**src/rtl/program_ram.sv**
```systemverilog
// Writable TD4 program memory: combinational fetch port, byte-serial loader with
// valid/ready handshake, and an automatic zero-fill of the array after reset.
module program_ram #(
    parameter int ADDR_WIDTH = 4,
    parameter int DATA_WIDTH = 8
) (
    input  logic                  CLK,
    input  logic                  N_RESET,
    input  logic [ADDR_WIDTH-1:0] A,
    output logic [DATA_WIDTH-1:0] D,
    output logic                  CPU_HOLD,
    input  logic                  LD_START,
    input  logic                  LD_ABORT,
    input  logic                  LD_VALID,
    input  logic [DATA_WIDTH-1:0] LD_DATA,
    output logic                  LD_READY,
    output logic [ADDR_WIDTH-1:0] LD_ADDR,
    output logic                  LD_DONE,
    output logic [DATA_WIDTH-1:0] CHECKSUM
);
    localparam int DEPTH = 2 ** ADDR_WIDTH;
    localparam logic [ADDR_WIDTH-1:0] LAST_ADDR = {ADDR_WIDTH{1'b1}};

    typedef enum logic [1:0] {
        ST_CLEAR,
        ST_RUN,
        ST_LOAD
    } state_t;

    state_t                state_reg;
    logic [ADDR_WIDTH-1:0] ptr_reg;
    logic [DATA_WIDTH-1:0] checksum_reg;
    logic                  done_reg;

    logic [DATA_WIDTH-1:0] mem [DEPTH];

    logic                  accept;
    logic                  mem_we;
    logic [DATA_WIDTH-1:0] mem_wdata;

    // Abort takes priority over a valid beat in the same cycle.
    assign accept = (state_reg == ST_LOAD) && LD_VALID && !LD_ABORT;

    always_comb begin
        mem_we    = 1'b0;
        mem_wdata = '0;
        if (state_reg == ST_CLEAR) begin
            mem_we = 1'b1;
        end else if (accept) begin
            mem_we    = 1'b1;
            mem_wdata = LD_DATA;
        end
    end

    // Array has no reset; a write is suppressed on a reset edge so reset wins.
    always_ff @(posedge CLK) begin
        if (N_RESET && mem_we) begin
            mem[ptr_reg] <= mem_wdata;
        end
    end

    always_ff @(posedge CLK) begin
        if (!N_RESET) begin
            state_reg    <= ST_CLEAR;
            ptr_reg      <= '0;
            checksum_reg <= '0;
            done_reg     <= 1'b0;
        end else begin
            done_reg <= 1'b0;
            case (state_reg)
                ST_CLEAR: begin
                    if (ptr_reg == LAST_ADDR) begin
                        state_reg <= ST_RUN;
                        ptr_reg   <= '0;
                    end else begin
                        ptr_reg <= ptr_reg + 1'b1;
                    end
                end
                ST_RUN: begin
                    if (LD_START) begin
                        state_reg    <= ST_LOAD;
                        ptr_reg      <= '0;
                        checksum_reg <= '0;
                    end
                end
                ST_LOAD: begin
                    if (LD_ABORT) begin
                        state_reg <= ST_RUN;
                        ptr_reg   <= '0;
                    end else if (LD_VALID) begin
                        checksum_reg <= checksum_reg + LD_DATA;
                        if (ptr_reg == LAST_ADDR) begin
                            state_reg <= ST_RUN;
                            ptr_reg   <= '0;
                            done_reg  <= 1'b1;
                        end else begin
                            ptr_reg <= ptr_reg + 1'b1;
                        end
                    end
                end
                default: begin
                    state_reg <= ST_CLEAR;
                    ptr_reg   <= '0;
                end
            endcase
        end
    end

    assign D        = (state_reg == ST_RUN) ? mem[A] : '0;
    assign CPU_HOLD = (state_reg != ST_RUN);
    assign LD_READY = (state_reg == ST_LOAD) && !LD_ABORT;
    assign LD_ADDR  = ptr_reg;
    assign LD_DONE  = done_reg;
    assign CHECKSUM = checksum_reg;
endmodule

```
**config.mk**
```make
export PLATFORM = sky130hd
export DESIGN_NAME = program_ram
export DESIGN_NICKNAME = d
export VERILOG_FILES = /design/src/rtl/program_ram.sv
export SDC_FILE = /design/constraint.sdc
export NUM_CORES = 1
export LEC_CHECK = 0
export CORE_MARGIN = 3
export CORE_UTILIZATION = 35
export DETAILED_ROUTE_END_ITERATION = 10
export HOLD_SLACK_MARGIN = 0.15
export RECOVER_POWER = 100
export REMOVE_ABC_BUFFERS = 1
export SLEW_MARGIN = 20
export SYNTH_ARGS = -nofsm -noshare
export SYNTH_HDL_FRONTEND = slang
export SYNTH_SLANG_ARGS = --single-unit
```
**constraint.sdc**
```tcl
create_clock -name CLK -period 4.5 [get_ports CLK]
set_input_delay 0.675 -clock CLK [delete_from_list [all_inputs] [get_ports CLK]]
set_output_delay 0.675 -clock CLK [all_outputs]
set_load 0.05 [all_outputs]
```
==> impl_summary.md, run 1 <==
Synthesis
The number of flops mapped to enable cells by yosys is 128. The share of synthesized registers carrying an async set or reset is 0. The share of the yosys chip area belonging to registers is 0.681. The number of unique standard cell types used by synthesis is 37. Synthesis inferred 143 register bits. The cell type with the largest total area after synthesis is edfxtp_1.

After synthesis, the cell types taking the most area are edfxtp_1, mux4_2, mux4_1, dfxtp_1, ha_1. The total of warnings raised by yosys is 0. The area share of the leading cell type in the synthesized netlist is 0.632. Dividing the synthesized area by the synthesized cell count gives 17.9 um^2. The cell count after synthesis is 339. The cell area that synthesis handed to floorplanning was 6080 um^2. The most used flip-flop cell after synthesis is edfxtp_1.

Hold path
The class of the tightest hold or removal check is register to register. The instance count along the most critical hold path is 2.

Global routing
The first global-routing pass estimated 19300 um of wire. The via count of the first global-routing pass came to 3230. The total overflow left after global routing is 0.

The largest net degree at the start of global routing is 33. The initial antenna violation count is 0. Across every metal layer, demand over resource in global routing totals 0.145.

Worst setup path
The worst-path cell with the longest stage delay is clkbuf_2. The worst setup path is launched from a primary input. The startpoint of the most critical register-to-register path is state_reg[0].

The critical-path maximum fanout is 32. The start point of the critical path is A[2]. The worst endpoint required time is 3830 ps. In this run the number of cells on the critical path is 6. The worst setup path is captured at a primary output. In this run the worst setup path terminates at D[3].

The signal arrival time at the worst endpoint is 3220 ps. The delay of the slowest critical-path stage is 670 ps. The cell depth of the worst flop-to-flop path is 3. Counting stages on the worst path, the most repeated cell is mux4_2. The count of buffer and inverter cells on the critical path is 3. The endpoint identified for the worst register-to-register timing path is mem[7][1]. Traced cell by cell, the critical path runs through clkdlybuf4s50_1 > clkbuf_2 > mux4_2 > mux4_2 > and2_1 > clkbuf_1. For flop-to-flop paths, the worst setup slack is 2210 ps. The dominant delay contributor by cell family on the critical path is buffers and inverters. The start-to-end type of the worst setup path is primary input to primary output.

CTS
In this run, post-CTS hold repair placed 0 buffers. The tree is rooted in a clkbuf_16. The clock sink total is 143. The count of buffers added by post-CTS timing repair for setup is 0.

The count of cells resized by post-cts repair is 0. The clock-pin slew on the worst setup and hold paths is 60 ps. The maximum level of the CTS H-tree is 4.

The source-to-sink clock delay at the later pin of the worst-skew pair is 410 ps. Buffers inserted during clock tree synthesis total 17. TritonCTS built the clock tree. The worst-case clock buffer depth is 2.

Timing
Hold is met by 526 ps. In this run the tightest slew margin relative to its limit is 0.290. The max-slew violation total from the final report is 0. Setup repair after global routing left no endpoint under its margin. The clock skew after layout is 6.34 ps. The maximum achievable frequency is 257 MHz. At the pin with the least slew margin, the transition time is 1060 ps. For the final routed database, the setup TNS stands at 0 ps. The post-route minimum period is 3890 ps. The post-route clock period utilization is 0.865. Setup violations remaining at the end of the flow were counted as 0.

The final hold violation count is 0.

Pwr
Of the total power, combinational logic draws 0.041. Dividing total power by cell area gives a power density of 413 nW/um^2. The clock group share of total power is 0.475. The share of total power dissipated in sequential elements is 0.484. The internal power of the cells totals 2.42 mW. The worst-case IR drop observed on VDD is 0.000251 V. The static leakage power is 2.72 nW. For this design the total switching power over the nets is 578 uW. The fraction of power spent switching nets is 0.193.

Die
The area inside the core boundary is 16800 um^2. The floorplan step defined a die boundary enclosing 19000 um^2. The chip height is 138 um. Measured along the x axis, the die boundary spans 138 um. The I/O pin count is 40. The initial utilization of the core area, before any placement, comes to 0.362. The floorplan has 47 rows.

Cells and area
The flip-flop count of the largest register, all copies and words added is 128. The final-layout fill cell count is 1479. The ratio of cells with drive above 1 in the final layout is 0.137. The final net count is 425. After routing the design area is 7260 um^2.

mem holds more flip-flops than any other register. The multi-input combinational cell area is 1820 um^2. The number of antenna diodes in the final layout is 0.

The sequential cell area is 4140 um^2. Relative to the synthesized area, the layout overhead comes to 19.4%.

Placement
The half-perimeter wire length after detailed placement is 8150 um. Routability-driven placement finished with a final weighted congestion of 0.771. Once placement finished, the instance area stood at 6740 um^2. The number of port buffers is 39.

Routing
The first TritonRoute pass finished after 4 iterations. The overall routed net length is 12900 um. The remaining antenna violation count after routing is 0. The mean routed wirelength per cell is 20.6 um. The iteration-0 DRC count of the detailed router is 307. Dividing the detail-routed via count by the number of cells gives 5.10. In the routed design, unresolved DRC markers number 0. The detailed router placed 3204 vias in this run.

Job
The tool flagged a number of max-cap violations equal to 0.

Outcome
The run finished with clean final reports.
==> metal layers <==
layer	routed length, um	track usage	share of wire
met4	139	0.0461	0.011
met1	5530	0.197	0.43
met5	0	0	0
met2	6190	0.225	0.48
met3	1060	0.0435	0.082
==> power groups by stage <==
stage          registers, mW  clock network (mW)  logic (mW)
5_1_grt                 1.45                1.51       0.133
6_report                1.45                1.43       0.122
3_3_place_gp            1.48                   0       0.127
4_1_cts                 1.45                1.45       0.128
3_5_place_dp            1.48                   0       0.127
2_1_floorplan           1.48                   0      0.0571
==> how the worst min path moves through the flow <==
| stage | startpoint | endpoint | slack (ps) |
|---|---|---|---|
| detailed placement | CHECKSUM[6] | CHECKSUM[6] | 510 |
| global placement | CHECKSUM[6] | CHECKSUM[6] | 500 |
| finish | CHECKSUM[6] | CHECKSUM[6] | 530 |
| CTS | CHECKSUM[5] | CHECKSUM[5] | 530 |
| global route | CHECKSUM[5] | CHECKSUM[5] | 580 |
| floorplan | state_reg[0] | state_reg[0] | 630 |
==> worst reg2reg max path, delay by kind of cell (launching register included) <==
family | cells | cell delay, ps
and+or+nand+nor | 2 | 1060
DFF | 1 | 390
buffers and inverters | 1 | 530
==> final cells by class <==
type                            instances  area share
Clock inverter                         11      0.0227
Timing Repair Buffer                   55      0.0562
Sequential cell                       143       0.571
Inverter                                5     0.00258
Clock buffer                           20      0.0601
Multi-Input combinational cell        174       0.250
Tap cell                              220      0.0379
==> synthesized netlist by cell type, types with 5 or more instances <==
master	n
a22oi_1	5
and2_1	16
nor3_1	6
edfxtp_1	128
nor2b_1	10
nand3_1	5
dfxtp_1	15
mux4_2	23
nand2_1	13
mux4_1	17
o21ai_0	6
ha_1	11
a21oi_1	11
clkbuf_1	10
inv_1	5
nor2_1	23
==> metrics by stage <==
| step | cells | util | setup WS, ps | power [mW] |
|---|---|---|---|---|
| 3_3_place_gp | 597 | 0.401 | 1050 | 1.60 |
| 2_1_floorplan | 322 | - | 1870 | 1.54 |
| 3_5_place_dp | 597 | 0.401 | 1040 | 1.61 |
| 5_1_grt | 628 | 0.432 | 528 | 3.09 |
| 4_1_cts | 628 | 0.436 | 1030 | 3.03 |
| 6_report | 628 | 0.432 | 610 | 3.00 |
==> cells in the final DEF (no fill, tap or decap), types with 2 or more instances in the layout <==
cell type	instances
a21o_1	3
a21oi_1	11
a22oi_1	5
and2_0	8
and2_1	8
and3b_1	2
buf_4	3
bufinv_16	4
clkbuf_1	23
clkbuf_16	17
clkdlybuf4s50_1	13
clkinv_1	2
clkinvlp_4	2
dfxtp_1	15
dlygate4sd3_1	17
edfxtp_1	128
ha_1	11
inv_1	5
mux4_1	17
mux4_2	23
nand2_1	13
nand2b_1	3
nand3_1	5
nand4_1	2
nor2_1	23
nor2b_1	10
nor3_1	6
o211ai_1	2
o21ai_0	6
xnor2_1	3
xor2_1	3
==> logic make-up after synthesis <==
kind of cell	share of synthesized area
flip-flops	0.681
adder cells (fa/ha/maj)	0.0259
buffers and inverters	0.0212
XOR/XNOR	0.00864
AND/OR/NAND/NOR	0.0726
AO/OA/AOI/OAI	0.0317
multiplexers	0.159
Power figures use the tool's default switching activity.
==> run 2, diff against run 1 <==
--- a/config.mk
+++ b/config.mk
@@ -8,10 +8,10 @@
 export CORE_MARGIN = 3
 export CORE_UTILIZATION = 35
 export DETAILED_ROUTE_END_ITERATION = 10
+export GPL_TIMING_DRIVEN = 0
 export HOLD_SLACK_MARGIN = 0.15
 export RECOVER_POWER = 100
 export REMOVE_ABC_BUFFERS = 1
-export SLEW_MARGIN = 20
 export SYNTH_ARGS = -nofsm -noshare
 export SYNTH_HDL_FRONTEND = slang
 export SYNTH_SLANG_ARGS = --single-unit
==> run 2 against run 1 <==
Against the previous run:
- the run now ends with max-capacitance violations, max-slew violations left
- sequential share of layout area shrank 0.17 points
- largest cell class unchanged
- clock power up 3%
- global-route usage fell by 0.91 points
- first-iteration DRC count down 31%
==> impl_summary.md, run 2 (synthesized netlist as in run 1, its figures left out) <==
Pwr
The power spent charging and discharging nets came to 574 uW (-0.67%). The static leakage power is 2.76 nW (+1.5%). The total internal power came to 2.47 mW (+2.0%). The fraction of power spent switching nets is 0.189 (-0.00407). The part of the total power dissipated in sequential elements came to 0.477 (-0.007). The sum of internal, switching and leakage power came to 3.04 mW (+1.5%). The combinational fraction of design power came to 0.041 (about the same).

The clock group share of total power was 0.483 (+0.008). The power density over the cells is 418 nW/um^2 (+1.2%). The maximum ir drop on the vdd rail is 0.000277 V (+10%).

Global routing
The largest net degree at the start of global routing is 33 (unchanged). The global-route usage over all layers came to 0.136 (-0.00910). The remaining global-route overflow was 0 (unchanged).

The via count of the first global-routing pass is 3134 (-3.0%). The initial antenna violation count is 0 (unchanged). The first-pass GRT wire length came to 18200 um (-5.5%).

Worst setup path
The count of buffer and inverter cells on the critical path is 3 (unchanged). The delay of the slowest critical-path stage is 750 ps (+80 ps). The signal on the critical path passes through buf_2 > buf_12 > mux4_1 > mux4_2 > and2_1 > dlygate4sd3_1. The worst setup path is launched from a primary input. Among all stages on the critical path, the largest delay is contributed by dlygate4sd3_1. The signal arrival time at the worst endpoint came to 3270 ps (+50 ps). The critical-path maximum fanout is 25 (-22%). The category of the worst setup path capture point is a primary output. On the critical path the largest part of the delay comes from buffers and inverters.

By startpoint and endpoint, the worst setup path is classified as primary input to primary output. The worst endpoint required time is 3830 ps (about the same).

Timing
The post-route clock period utilization is 0.878 (+0.0131). The transition at the pin with the smallest max-transition slack was 1760 ps (+696 ps). Setup repair after global routing left no endpoint under its margin.

The count of endpoints failing setup in the final report is 0 (unchanged). The post-route minimum period is 3950 ps (+58.9 ps). The final hold violation count came to 0 (unchanged). The maximum achievable frequency is 253 MHz (-1.5%). The max-slew violation total from the final report is 9 (+9).

The setup slack after layout came to 551 ps (-58.9 ps). The relative slew slack came to -0.180 (-0.470). The clock skew after layout was 5.70 ps (-0.640 ps).

CTS
The clock sink total was 143 (unchanged). The buffer type at the clock tree root is clkbuf_16. The clock-pin slew on the worst setup and hold paths was 50 ps (about the same). The count of cells resized by post-cts repair is 0 (unchanged). The maximum level of the CTS H-tree is 4 (unchanged). The clock tree from TritonCTS is yes. The worst-case clock buffer depth is 2 (unchanged). The number of buffers created by CTS is 17 (unchanged). The hold-fix buffer count after cts is 0 (unchanged). The count of buffers added by post-CTS timing repair for setup is 0 (unchanged).

The source-to-sink clock delay at the later pin of the worst-skew pair is 410 ps (about the same).

Routing
The iteration-0 DRC count of the detailed router is 213 (-31%). The average vias per placed instance came to 5.09 (-0.31%). The number of design rule violations left after detail routing is 0 (unchanged). The first-pass detailed-route iteration total is 5 (+1). The count of vias placed by the detailed router is 3133 (-2.2%). The mean routed wirelength per cell was 19.4 um (-5.4%). The remaining antenna violation count after routing is 0 (unchanged). The overall routed net length was 12000 um (-7.2%).

Cells and area
The top cell types in the final layout, fill and taps aside, are edfxtp_1, dlygate4sd3_1, mux4_2, nor2_1. The post-route non-filler standard cell count was 616 (-1.9%). mem holds more flip-flops than any other register.

The antenna diode instance count is 0 (unchanged). The flip-flop count of the largest register, all copies and words added is 128 (unchanged). The ratio of cells with drive above 1 in the final layout is 0.139 (+0.00163).

The final net count is 414 (-2.6%). The final-layout fill cell count is 1493 (+0.95%). The end-of-flow core utilization came to 0.433 (+0.00127). The final non-filler cell area is 7280 um^2 (+0.29%). The layout overhead on the synthesized area is 19.8%. The most frequent standard cell in the layout excluding fill and tap cells is edfxtp_1.

Outcome
The final reports fail on max-capacitance violations, max-slew violations. The run finished, with violations left.

Placement
The pre-CTS worst setup slack is 575 ps (-463 ps). The count of placed standard cells including taps is 586 (-1.8%). The placer's final routability congestion estimate was 0.817 (+5.9%). The post-placement cell area was 6710 um^2 (-0.41%). The number of port buffers is 39 (unchanged).

The half-perimeter wire length after detailed placement is 7890 um (-3.1%).

Die
The area inside the core boundary is 16800 um^2 (unchanged). The starting density of the core is 0.362 (unchanged). The chip height came to 138 um (unchanged). The number of placement rows was 47 (unchanged).

The width of the die was 138 um (unchanged). The area of the die came to 19000 um^2 (unchanged). The I/O pin count is 40 (unchanged).

Job
The max capacitance violation total is 1 (+1).

Hold path
In this run the worst hold path is classified as register to register.
-- run 2: changes by cell type in the layout (fill, tap and decap cells not counted), sizes merged --
cell | before | now
clkinv | 4 | 6
dlygate4sd3 | 17 | 25
clkdlybuf4s50 | 13 | 12
bufinv | 4 | 5
buf | 4 | 3
inv | 6 | 5
clkbuf | 41 | 21
-- run 2: area by class of cell --
cell class | instances | area (um^2) | area share
Multi-Input combinational cell | 174 | 1810 | 0.248
Clock buffer | 17 | 425 | 0.0584
Tap cell | 220 | 275 | 0.0378
Clock inverter | 13 | 196 | 0.0270
Timing Repair Buffer | 44 | 415 | 0.0570
Sequential cell | 143 | 4140 | 0.569
Inverter | 5 | 18.8 | 0.00258
-- run 2: worst paths after layout --
check	to	slack, ps	depth (start not counted)	startpoint
max	D[4]	550	6	A[0]
min	CHECKSUM[5]	520	2	CHECKSUM[5]
max reg2reg	mem[5][2]	1870	3	state_reg[0]
min reg2reg	CHECKSUM[5]	520	2	CHECKSUM[5]
-- run 2: worst register-to-register path, stage by stage, from the launching register on --
cell	delay (ps)
dfxtp_1	380
nor4bb_1	800
clkbuf_1	420
and2_0	720
-- run 2: power by group through the flow --
stage               Sequential, mW  Clock [mW]  Combinational (mW)
CTS                           1.45        1.49               0.131
detailed placement            1.48           0               0.131
floorplan                     1.48           0              0.0571
finish                        1.45        1.47               0.124
global route                  1.45        1.55               0.135
global placement              1.48           0               0.124
-- run 2: through the flow --
stage	hold WS (ps)	setup TNS, ps
after floorplan	631	0
after global placement	497	-8070
after detailed placement	513	0
after CTS	530	0
after global routing	573	0
final	521	0
-- run 2: per-layer routing --
metal  vias to the layer above  part of all wire  global-route usage
li1                       1451                 -                   -
met1                      1562              0.45               0.183
met2                       105              0.47               0.211
met3                        15             0.064              0.0427
met4                         0             0.012              0.0428
met5                         -                 0                   0
==> run 3, diff against run 2 <==
--- a/config.mk
+++ b/config.mk
@@ -10,7 +10,6 @@
 export DETAILED_ROUTE_END_ITERATION = 10
 export GPL_TIMING_DRIVEN = 0
 export HOLD_SLACK_MARGIN = 0.15
-export RECOVER_POWER = 100
 export REMOVE_ABC_BUFFERS = 1
 export SYNTH_ARGS = -nofsm -noshare
 export SYNTH_HDL_FRONTEND = slang
==> run 3 against run 2 <==
Against the previous run:
- the run now ends clean
- total power rose by 0.21%
- clock power is essentially flat
- via count fell by 0.93%
- worst hold slack better by 1.1 ps
- sequential power hardly changed
- clock-buffer cell count unchanged
- fmax increased by 1.5%
- routed wire length about the same
- clock skew barely moved
- largest power group unchanged
==> impl_summary.md, run 3 (synthesized netlist as in run 1, its figures left out) <==
Outcome
The flow ran to the end, and the final reports show no timing, DRC or antenna violations.

CTS
The number of buffers created by CTS came to 17 (unchanged). The source-to-sink clock delay at the later pin of the worst-skew pair came to 410 ps (about the same). The clock sink total is 143 (unchanged). The clock-pin slew on the worst setup and hold paths came to 50 ps (about the same).

The maximum level of the CTS H-tree is 4 (unchanged). The count of cells resized by post-cts repair is 0 (unchanged). The worst-case clock buffer depth was 2 (unchanged). The tree is rooted in a clkbuf_16. TritonCTS built the clock tree. The count of buffers added by post-CTS timing repair for setup is 0 (unchanged).

The hold-fix buffer count after cts is 0 (unchanged).

Routing
The mean routed wirelength per cell is 19.5 um (about the same). The iteration-0 DRC count of the detailed router is 211 (-0.94%). The remaining antenna violation count after routing came to 0 (unchanged). The overall routed net length is 12000 um (about the same). The count of vias placed by the detailed router is 3104 (-0.93%). The first-pass detailed-route iteration total was 4 (-1). The number of design rule violations left after detail routing came to 0 (unchanged). The average vias per placed instance is 5.04 (-0.93%).

Global routing
The first-pass GRT wire length is 18200 um (unchanged). The global-route usage over all layers is 0.136 (unchanged). The via count of the first global-routing pass was 3134 (unchanged).

The remaining global-route overflow is 0 (unchanged). The initial antenna violation count is 0 (unchanged). The largest net degree at the start of global routing is 33 (unchanged).

Timing
The final-layout setup total negative slack is 0 ps (unchanged). The relative slew slack is 0.294 (+0.474). The post-route clock period utilization is 0.864 (-0.0132). The final hold violation count is 0 (unchanged).

The count of endpoints failing setup in the final report was 0 (unchanged). The post-route minimum period was 3890 ps (-59.3 ps). The max-slew violation total from the final report was 0 (-9). The maximum achievable frequency came to 257 MHz (+1.5%). Setup repair after global routing left no endpoint under its margin. The clock skew after layout is 5.38 ps (-0.321 ps). The final worst hold slack was 523 ps (+1.15 ps).

The transition at the pin with the smallest max-transition slack is 1060 ps (-702 ps).

Pwr
The static leakage power is 2.73 nW (-1.0%). The power density over the cells is 416 nW/um^2 (-0.46%). The maximum ir drop on the vdd rail was 0.000277 V (about the same). The sum of internal, switching and leakage power is 3.05 mW (+0.21%).

Cells and area
The ratio of cells with drive above 1 in the final layout is 0.162 (+0.0227). The most frequent standard cell in the layout excluding fill and tap cells is edfxtp_1. In the layout the commonest cells are edfxtp_1, clkdlybuf4s50_1, mux4_2, nor2_1.

The post-route non-filler standard cell count is 616 (unchanged). The layout overhead on the synthesized area is 20.6%. The flip-flop count of the largest register, all copies and words added is 128 (unchanged). The antenna diode instance count came to 0 (unchanged). The final net count came to 414 (unchanged). The end-of-flow core utilization was 0.436 (+0.00290). Counting flops per register, the top entry is mem.

Worst setup path
The delay of the slowest critical-path stage is 700 ps (-50 ps). The worst setup path is launched from a primary input. STA classifies the critical path endpoint as a primary output.

The start-to-end type of the worst setup path is primary input to primary output. The count of cell instances traversed by the critical path is 6 (unchanged). In this run the critical register-to-register path is launched from state_reg[0]. The critical-path maximum fanout is 25 (unchanged). The dominant delay contributor by cell family on the critical path is buffers and inverters.

The worst endpoint required time is 3830 ps (about the same). The signal on the critical path passes through buf_2 > buf_12 > mux4_1 > mux4_2 > and2_1 > clkdlybuf4s50_1. The count of buffer and inverter cells on the critical path is 3 (unchanged). The critical path starts at A[0]. The signal arrival time at the worst endpoint is 3220 ps (-50 ps). The largest individual stage delay along the critical path comes from the cell clkdlybuf4s50_1. The cell depth of the worst flop-to-flop path is 5 (+2).

Die
The width of the die is 138 um (unchanged). The area inside the core boundary is 16800 um^2 (unchanged). The area of the die is 19000 um^2 (unchanged). The chip height is 138 um (unchanged).

The starting density of the core is 0.362 (unchanged). The I/O pin count is 40 (unchanged). The number of placement rows was 47 (unchanged).

Hold path
The instance count along the most critical hold path was 2 (unchanged). The class of the tightest hold or removal check is register to register. The startpoint identified for the worst hold timing path is CHECKSUM[5].

Placement
The placer's final routability congestion estimate is 0.817 (unchanged). The count of placed standard cells including taps came to 586 (unchanged). The half-perimeter wire length after detailed placement came to 7890 um (unchanged).

The number of port buffers is 39 (unchanged).

Job
The max capacitance violation total is 0 (-1).
==> run 3: per-stage QoR <==
step           worst slack, ps  instance area, um^2
5_1_grt                    525                 7330
6_report                   610                 7330
3_3_place_gp             -1060                 6640
3_5_place_dp               575                 6710
2_1_floorplan             1870                 5970
4_1_cts                    573                 7330
==> run 3: final timing paths <==
check,end,slack [ps]
hold reg to reg,CHECKSUM[5],520
hold / removal,CHECKSUM[5],520
setup reg to reg,CHECKSUM[2],2170
setup / recovery,D[6],610
==> run 3: worst register-to-register path, stage by stage, from the launching register on <==
cell and delay [ps]:
dfxtp_1 470, nor2b_1 870, a21oi_1 480, nor3_1 280, a21oi_1 60, nor2b_1 120
==> run 3: final cells by class <==
class,instances,area [um^2]
tap,220,275
fill,1490,9490
multi-input combinational,174,1840
sequential,143,4140
clock inverter,13,196
inverter,5,18.8
clock buffer,17,425
timing repair buffer,44,438
==> run 3: where the power goes <==
group	leakage, nW	switching (mW)	total (mW)	internal (mW)
Clock	0.299	0.501	1.47	0.969
Combinational	0.918	0.0688	0.128	0.0595
Sequential	1.52	0.00707	1.45	1.44
==> run 3: per-layer routing <==
metal  track usage  part of all wire  up-vias
met2         0.211              0.47       80
met3        0.0427             0.054       16
met4        0.0428             0.013        0
met1         0.183              0.46     1559
met5             0                 0        -
li1              -                 -     1449
